<file path="src/rtl/sw_bcd_updown_counter.sv">
// Multi-digit BCD up/down counter stepped by two sampled, edge-detected push switches.
// Latency: Q/CARRY/BORROW update one cycle after a sampled switch level changes.
// Backpressure: none; switch inputs are sampled once per prescaler period.
module sw_bcd_updown_counter #(
  parameter int DIGITS      = 2,
  parameter int SAMPLE_BITS = 19,
  parameter bit WRAP        = 1'b1
) (
  input  logic                CLK,
  input  logic                RESET,
  input  logic                TSW_UP,
  input  logic                TSW_DN,
  output logic [4*DIGITS-1:0] Q,
  output logic                CARRY,
  output logic                BORROW
);

  localparam int QW = 4 * DIGITS;

  logic [SAMPLE_BITS-1:0] presc_q, presc_d;
  logic                   up_s_q, up_s_d, dn_s_q, dn_s_d;
  logic                   up_d_q, up_d_d, dn_d_q, dn_d_d;
  logic [QW-1:0]          q_q, q_d;
  logic                   carry_q, carry_d, borrow_q, borrow_d;

  logic                   tick;
  logic                   up_p, dn_p;
  logic [QW-1:0]          inc_val, dec_val;
  logic                   inc_ovf, dec_unf;

  // Prescaler, once-per-period switch sampling and one-cycle-delayed copies for edge detect.
  always_comb begin
    tick    = (presc_q == '0);
    presc_d = presc_q + SAMPLE_BITS'(1);
    up_s_d  = tick ? TSW_UP : up_s_q;
    dn_s_d  = tick ? TSW_DN : dn_s_q;
    up_d_d  = up_s_q;
    dn_d_d  = dn_s_q;
    up_p    = up_s_q & ~up_d_q;
    dn_p    = dn_s_q & ~dn_d_q;
  end

  // BCD ripple +1 and -1 of the current count; the running carry/borrow out of the top digit
  // flags the all-9s and all-0s boundaries.
  always_comb begin
    inc_val = q_q;
    dec_val = q_q;
    inc_ovf = 1'b1;
    dec_unf = 1'b1;
    for (int i = 0; i < DIGITS; i++) begin
      if (inc_ovf) begin
        if (q_q[4*i +: 4] == 4'd9) begin
          inc_val[4*i +: 4] = 4'd0;
        end else begin
          inc_val[4*i +: 4] = q_q[4*i +: 4] + 4'd1;
          inc_ovf           = 1'b0;
        end
      end
      if (dec_unf) begin
        if (q_q[4*i +: 4] == 4'd0) begin
          dec_val[4*i +: 4] = 4'd9;
        end else begin
          dec_val[4*i +: 4] = q_q[4*i +: 4] - 4'd1;
          dec_unf           = 1'b0;
        end
      end
    end
  end

  // Event decode: exactly one pulse steps the count; at a boundary either wrap with a
  // one-cycle carry/borrow or hold (saturate).
  always_comb begin
    q_d      = q_q;
    carry_d  = 1'b0;
    borrow_d = 1'b0;
    if (up_p && !dn_p) begin
      if (!inc_ovf) begin
        q_d = inc_val;
      end else if (WRAP) begin
        q_d     = inc_val;
        carry_d = 1'b1;
      end
    end else if (dn_p && !up_p) begin
      if (!dec_unf) begin
        q_d = dec_val;
      end else if (WRAP) begin
        q_d      = dec_val;
        borrow_d = 1'b1;
      end
    end
  end

  // State registers; reset overrides any pending press or wrap.
  always_ff @(posedge CLK) begin
    if (RESET) begin
      presc_q  <= '0;
      up_s_q   <= 1'b0;
      dn_s_q   <= 1'b0;
      up_d_q   <= 1'b0;
      dn_d_q   <= 1'b0;
      q_q      <= '0;
      carry_q  <= 1'b0;
      borrow_q <= 1'b0;
    end else begin
      presc_q  <= presc_d;
      up_s_q   <= up_s_d;
      dn_s_q   <= dn_s_d;
      up_d_q   <= up_d_d;
      dn_d_q   <= dn_d_d;
      q_q      <= q_d;
      carry_q  <= carry_d;
      borrow_q <= borrow_d;
    end
  end

  assign Q      = q_q;
  assign CARRY  = carry_q;
  assign BORROW = borrow_q;

endmodule

</file>
<file path="config.mk">
export PLATFORM = sky130hd
export DESIGN_NAME = sw_bcd_updown_counter
export DESIGN_NICKNAME = d
export VERILOG_FILES = /design/src/rtl/sw_bcd_updown_counter.sv
export SDC_FILE = /design/constraint.sdc
export NUM_CORES = 1
export LEC_CHECK = 0
export CORE_ASPECT_RATIO = 1.4
export CORE_MARGIN = 4
export CORE_UTILIZATION = 40
export DETAILED_ROUTE_END_ITERATION = 8
export GPL_ROUTABILITY_DRIVEN = 0
export REMOVE_ABC_BUFFERS = 1
export SYNTH_ARGS = -nofsm -noshare
export SYNTH_HDL_FRONTEND = slang
export SYNTH_SLANG_ARGS = --single-unit
export TNS_END_PERCENT = 30
</file>
<file path="constraint.sdc">
create_clock -name CLK -period 5.1 [get_ports CLK]
set_input_delay 0.51 -clock CLK [delete_from_list [all_inputs] [get_ports CLK]]
set_output_delay 0.51 -clock CLK [all_outputs]
set_load 0.1 [all_outputs]
</file>
# Word level (Yosys, flattened, before mapping)
# Cells that the tools add are included.
# Widths: inputs -> output; s select.
[op_classes]
addsub = 5
eq_ne = 3
mux = 16
n_bitwise = 6
n_reduce_logical = 12
[ops]
columns = ["cell", "count"]
rows = [
  ["$mux 4", 6],
  ["$add 19x1->19 const B", 1],
  ["$logic_not 19->1", 1],
  ["$mux 8", 2],
  ["$add 4x1->4 const B", 2],
  ["$eq 4x4->1 const B", 2],
  ["$logic_not 4->1", 2],
  ["$mux 1", 8],
  ["$sub 4x1->4 const B", 2],
  ["$not 1->1", 4],
  ["$reduce_bool 2->1", 2],
  ["$reduce_and 3->1", 1],
  ["$reduce_or 3->1", 1],
  ["$and 1x1->1", 2],
  ["$logic_and 1x1->1", 2],
  ["$logic_not 1->1", 2],
  ["$ne 2x2->1 const B", 1],
  ["$reduce_or 2->1", 1],
]
[word_totals]
register_bits = 33
input_bits = 4
out_inout_bits = 10
word_cells = 51

# Logic depth before layout (Yosys ltp)
# Gate-level depths: netlist of the first run.
[logic_depth]
depth_word = 6
depth_mapped = 8
depth_no_buf = 7

# Worst setup path before layout of the first run
# OpenSTA, ideal clock, no wires.
[synth_path]
path_kind = "register to register"
startpoint = "register q_q[3] (netlist: Q[3])"
endpoint = "register q_q[6] (netlist: Q[6])"
setup_time_ns = 0.091
t_arrival_ns = 1.981
required_time_ns = 5.009
slack_ns = 3.028
stages_incl_launch_ff = 6
n_path_buf = 1
period_less_slack_ns = 2.072
path_cell_list = "dfxtp_1 > clkbuf_1 > and3_1 > o21a_1 > a21oi_1 > a311oi_1"
[synth_between]
elab_chain_len = 4
elab_cells_between_ends = 7
cone_classes = "2 x eq/ne; 2 x mux; 3 x reduce/logical"
[synth_rtl]
columns = ["item", "line_no", "source"]
rows = [
  ["start: declaration", "23", "logic [QW-1:0] q_q, q_d;"],
  ["start signal: assignment", "110", "q_q <= q_d;"],
  ["$eq 4x4->1 / $logic_not 4->1 (equally long branches)", "52, 60", ""],
  ["$mux 1 (on tied branches)", "52, 60", ""],
  ["$ne 2x2->1 (no line) / $reduce_bool 2->1 (equally long branches)", "--", ""],
  ["$reduce_and 3->1 (no line) (*)", "--", ""],
]
# Every way passes the cells marked *; elsewhere a longest branch is shown, timed or not.
# A chain may end at the register's enable or synchronous reset.

# Worst setup path in the final report of the first run
[layout_path]
startpoint = "register q_q[0] (netlist: Q[0])"
endpoint = "output Q[0]"
[layout_lines]
columns = ["item", "line_no", "source"]
rows = [
  ["end: declaration", "13", "output logic [4*DIGITS-1:0] Q,"],
]
# No word-level cell between the ends.

==> results of run 1 <==
==> metrics by stage <==
stage          power (mW)  utilization [%]  cells  hold WS [ns]
2_1_floorplan       0.450                -    193         0.438
3_3_place_gp        0.490             45.3    250         0.451
3_5_place_dp        0.494             45.3    250         0.468
4_1_cts             0.692             47.5    257         0.483
5_1_grt             0.726             47.5    257         0.501
6_report            0.686             47.5    257         0.486
==> sequential cells by signal, indices dropped and copies added (netlist names) <==
signal,count
dn_d_q,1
CARRY,1
up_d_q,1
BORROW,1
Q,8
dn_d_d,1
up_d_d,1
presc_q,19
==> cell type report <==
class | count | area share, %
sequential | 33 | 34.6
clock buffer | 7 | 4.52
inverter | 10 | 1.97
timing repair buffer | 14 | 7.21
tap | 43 | 2.82
multi-input combinational | 150 | 48.9
==> placed cells by master (no fill, tap or decap), types with 6 or more instances in the layout <==
cell	instances
xnor2_1	7
nand3_1	9
a21oi_1	10
inv_1	10
xor2_1	11
o21ai_0	11
clkdlybuf4s50_1	13
nand2_1	12
dfxtp_1	33
clkbuf_8	6
nor2_1	25
==> power breakdown <==
part	switching, mW	total, mW	leakage [nW]	internal (mW)
registers	0.0296	0.302	0.268	0.273
clock network	0.0898	0.197	0.0443	0.107
logic	0.127	0.187	0.408	0.0597
total	0.247	0.686	0.720	0.439
==> worst max-delay path by stage <==
| stage | start | endpoint | slack [ns] |
|---|---|---|---|
| after CTS | Q[0] | Q[0] | 2.49 |
| after detailed placement | Q[0] | Q[0] | 2.80 |
| final | Q[0] | Q[0] | 2.48 |
| after global placement | Q[0] | Q[0] | 2.83 |
| after global routing | Q[0] | Q[0] | 2.40 |
| after floorplan | Q[0] | Q[6] | 3.04 |
==> logic make-up after synthesis <==
logic type / after synthesis / share of synthesized area, %
xor gates and xnor gates: 18 / 9.30
AOI/OAI and AO/OA: 35 / 12.8
adders and majority gates: 4 / 2.95
and+or+nand+nor: 93 / 30.0
DFF: 33 / 39.0
buffers and inverters: 24 / 5.98
==> metal layers <==
metal,GRT usage [%],share of wire (%),vias to the layer above
met5,0,0,-
met4,7.03,1.6,0
met3,3.44,4.0,5
met2,26.7,53,34
met1,14.9,41,674
li1,-,-,730
==> results.txt, run 1 <==
status - finished, final reports clean
Reg area - 661 um^2
H-tree Lvls - 2
DR pass1 iterations - 4
flop2flop setup slack - 3.09 ns
Post-route DRC - 0
Synth Register Bits - 33
unrepaired setup endpoints after global routing - false
HP Class - reg -> reg
ys async rst share - 0%
nature of the critical path startpoint - flip-flop
Die ar. - 0.00536 mm^2
Data arrival, critical path - 2.11 ns
I/O Pins - 14
routed vias/inst - 5.61
share of cells above drive strength 1 - 4.21%
final setup fails - 0
root buffer cell - clkbuf_8
Post-synth top flop - dfxtp_1
Die W - 63.0 um
Fin Clk Skew - 0.00639 ns
Fillers - 405
GRT Util Overall - 14.4%
actual slew at the worst max-slew pin - 0.965 ns
Die Span Y - 85.0 um
final wirelength - 3410 um
Post-synth EDFFs - 0
Setup Buffers After CTS - 0
# rows - 27
area leader, netlist - dfxtp_1
insertion delay to the later sink of the worst-skew pair - 0.28 ns
Syn Inst Count - 207
Layout Nets - 222
top-area cell type share of the netlist area - 39.0%
footprint of the multi-input gates - 933 um^2
hpwl dp - 2430 um
post-route ant nets - 0
LEAKAGE - 0.720 nW
sequential fraction of the synthesis area - 39.0%
Slowest cell on crit path - clkdlybuf4s50_1
CP Depth - 1
CTS Hold Bufs - 0
count leader, synth - dfxtp_1
Final Cycle Share - 51.3%
Worst Path Required - 4.59 ns
PostCTS Resize Cnt - 0
Layout Area Growth over Synthesis - 12.6%
CTS Buffer Depth - 2
Fin Setup TNS - 0 ns
Slew Limit Headroom - 35.5%
vias in the first global route - 1442
Vias - 1443
min cycle time layout - 2.62 ns
Ys Warns - 0
clk sinks - 33
Hold Path Origin - presc_q[0]
top cells by area, synth - dfxtp_1, xor2_1, nor2_1
worst-path cell chain - clkdlybuf4s50_1
# diodes - 0
CP Buf/Inv Count - 1
fin area - 0.00191 mm^2
TritonCTS clock tree - built
worst vdd ir - 0.152 mV
CP endpoint kind - output pin
Syn Area/Cell - 8.19 um^2
r2r worst-path depth - 7
gr ovfl total - 0
maximum clock rate - 382 MHz
largest net degree at the start of global routing - 34
PwrDens - 359 mW/mm^2
Hold Crit Depth - 1
synthesized area - 0.00170 mm^2
CP max stage delay - 1.22 ns
# port buffers - 13
WL/cell - 13.3 um
initial antenna violation count - 0
Starting DRT DRC Count - 88
CP top delay family - buffers and inverters
kind of critical path - reg -> out
Worst-path clk slew - 0.07 ns
Placement Cell Area - 0.00182 mm^2
global-route wire length before repair - 6290 um
total core area - 0.00402 mm^2
Max-Cap Viols - 0
max-slew violation count - 0
Fin. Hold Viols - 0
CTS buffer count - 5
post-route setup slack - 2.48 ns
Critical Path Fanout Max - 14
worst r2r dst - Q[6]
FF-to-FF Start - up_d_q
Worst Hold End - presc_q[0]
Starting Density - 42.2%
Synth top cells by count - dfxtp_1, nor2_1, nand2_1, o21ai_0, xor2_1
dpl ws - 2.80 ns
synth unique cells - 40
Note: power is estimated with default switching activity, not from simulation.
==> run 2, diff against run 1 <==
clock period = 2.5 ns   (was 5.1 ns; I/O delays follow)
==> results.txt, run 2 (synthesis results as in run 1) <==
maximum clock rate - 520 MHz
most common cell after layout, fill and taps aside - dfxtp_1 (unchanged)
Starting DRT DRC Count - 93 (was 88)
Die ar. - 0.00536 mm^2 (unchanged)
HP Class - reg -> reg (unchanged)
status - finished, final reports clean (unchanged)
Vias - 1476 (was 1443)
H-tree Lvls - 2 (unchanged)
Core Util, Final - 47.0% (was 47.5%)
Final Cycle Share - 77.0%
r2r worst-path depth - 7 (unchanged)
most frequent cells in the layout - dfxtp_1, nor2_1, nand2_1, buf_4 (was dfxtp_1, nor2_1, clkdlybuf4s50_1)
Fillers - 397 (was 405)
Fin Clk Skew - 0.00544 ns (was 0.00639 ns)
nature of the critical path startpoint - flip-flop (unchanged)
clk sinks - 33 (unchanged)
# rows - 27 (unchanged)
Worst-path clk slew - 0.07 ns (about the same)
FF-to-FF Start - up_d_q (unchanged)
share of cells above drive strength 1 - 9.72% (was 4.21%)
Critical Path Fanout Max - 17 (was 14)
CP max stage delay - 0.49 ns (was 1.22 ns)
Die Span Y - 85.0 um (unchanged)
DR pass1 iterations - 5 (was 4)
fin area - 0.00189 mm^2 (was 0.00191 mm^2)
Setup Buffers After CTS - 0 (unchanged)
final wirelength - 3450 um (was 3410 um)
sw frac - 37.2% (was 35.9%)
I/O Pins - 14 (unchanged)
# diodes - 0 (unchanged)
Fin. Hold Viols - 0 (unchanged)
Data arrival, critical path - 2.12 ns (was 2.11 ns)
flop2flop setup slack - 0.58 ns (was 3.09 ns)
Starting Density - 42.2% (unchanged)
Combinational Power Share - 27.1% (was 27.2%)
Slew Limit Headroom - 64.4% (was 35.5%)
worst vdd ir - 0.312 mV (was 0.152 mV)
hpwl dp - 2470 um (was 2430 um)
TritonCTS clock tree - built (unchanged)
switching power total - 0.512 mW (was 0.247 mW)
Max-Cap Viols - 0 (unchanged)
max-slew violation count - 0 (unchanged)
Clock power frac - 27.9% (was 28.7%)
routed vias/inst - 5.70 (was 5.61)
CTS buffer count - 5 (unchanged)
max reg flops - 19 (unchanged)
P_int - 0.864 mW (was 0.439 mW)
final setup fails - 0 (unchanged)
CTS Buffer Depth - 2 (unchanged)
initial antenna violation count - 0 (unchanged)
Slowest cell on crit path - ha_1 (was clkdlybuf4s50_1)
# port buffers - 13 (unchanged)
Layout Area Growth over Synthesis - 11.4% (was 12.6%)
PwrDens - 729 mW/mm^2 (was 359 mW/mm^2)
post-route ant nets - 0 (unchanged)
Post-route DRC - 0 (unchanged)
Total Power - 1.38 mW (was 0.686 mW)
min cycle time layout - 1.92 ns
Seq pwr share - 45.0% (was 44.1%)
LEAKAGE - 0.745 nW (was 0.720 nW)
global-route wire length before repair - 6110 um (was 6290 um)
root buffer cell - clkbuf_8 (unchanged)
kind of critical path - reg -> reg (was reg -> out)
worst r2r dst - Q[6] (unchanged)
Placement Cell Area - 0.00181 mm^2 (was 0.00182 mm^2)
Layout Nets - 223 (was 222)
Top reg by flops - presc_q (unchanged)
gr ovfl total - 0 (unchanged)
total core area - 0.00402 mm^2 (unchanged)
CTS Hold Bufs - 0 (unchanged)
Fin Setup TNS - 0 ns (unchanged)
vias in the first global route - 1392 (was 1442)
unrepaired setup endpoints after global routing - false (unchanged)
CP endpoint kind - flip-flop (was output pin)
Worst Path Required - 2.69 ns (was 4.59 ns)
worst-path cell chain - nand2b_1 -> inv_1 -> ha_1 -> and3_1 -> o21a_1 -> a21oi_1 -> a311oi_1 (was clkdlybuf4s50_1)
Setup crit start - up_d_q (was Q[0])
Critical Path Sink - Q[6] (was Q[0])
WL/cell - 13.3 um (about the same)
largest net degree at the start of global routing - 18 (was 34)
PostCTS Resize Cnt - 0 (unchanged)
GRT Util Overall - 14.5% (was 14.4%)
actual slew at the worst max-slew pin - 0.534 ns (was 0.965 ns)
Die W - 63.0 um (unchanged)
insertion delay to the later sink of the worst-skew pair - 0.28 ns (about the same)
run 2: final cells by class:
type / count / area [um^2] / area share (%)
timing repair buffer: 15 / 120 / 6.36
tap: 43 / 53.8 / 2.85
sequential: 33 / 661 / 35.0
inverter: 10 / 37.5 / 1.99
multi-input combinational: 150 / 933 / 49.4
clock inverter: 2 / 10.0 / 0.530
clock buffer: 6 / 72.6 / 3.84
run 2: worst min-delay path by stage:
stage / startpoint / to / slack, ns / cells after the start
5_1_grt: up_d_d / up_d_q / 0.51 / 1
3_3_place_gp: presc_q[0] / presc_q[0] / 0.45 / 1
4_1_cts: presc_q[0] / presc_q[0] / 0.48 / 1
2_1_floorplan: RESET / presc_q[0] / 0.32 / 1
3_5_place_dp: presc_q[0] / presc_q[0] / 0.47 / 1
6_report: presc_q[0] / presc_q[0] / 0.48 / 1
run 2: power by group through the flow:
stage	Combinational (mW)	Clock [mW]	Sequential, mW
final	0.374	0.384	0.619
after floorplan	0.154	0	0.764
after CTS	0.376	0.405	0.618
after detailed placement	0.375	0	0.630
after global placement	0.369	0	0.629
after global routing	0.412	0.438	0.628
run 2: through the flow:
step,worst slack (ns),cells,hold WS [ns]
after floorplan,0.437,193,0.317
after global placement,0.675,251,0.454
after detailed placement,0.615,251,0.468
after CTS,0.573,259,0.484
after global routing,0.399,259,0.505
final,0.576,259,0.481
run 2: critical path, delay by kind of cell (launching register included):
family	cells	cell delay (ns)
flip-flops	1	0.30
AO/OA/AOI/OAI	3	0.61
AND/OR/NAND/NOR	2	0.38
adder cells (fa/ha/maj)	1	0.49
buffers and inverters	1	0.06
run 2: layer usage:
metal / GRT usage (%) / up-vias / share of wire [%]
met1: 15.7 / 699 / 43
met4: 8.43 / 0 / 2.9
met5: 0 / - / 0
met3: 5.03 / 10 / 4.0
li1: - / 734 / -
met2: 24.2 / 33 / 50
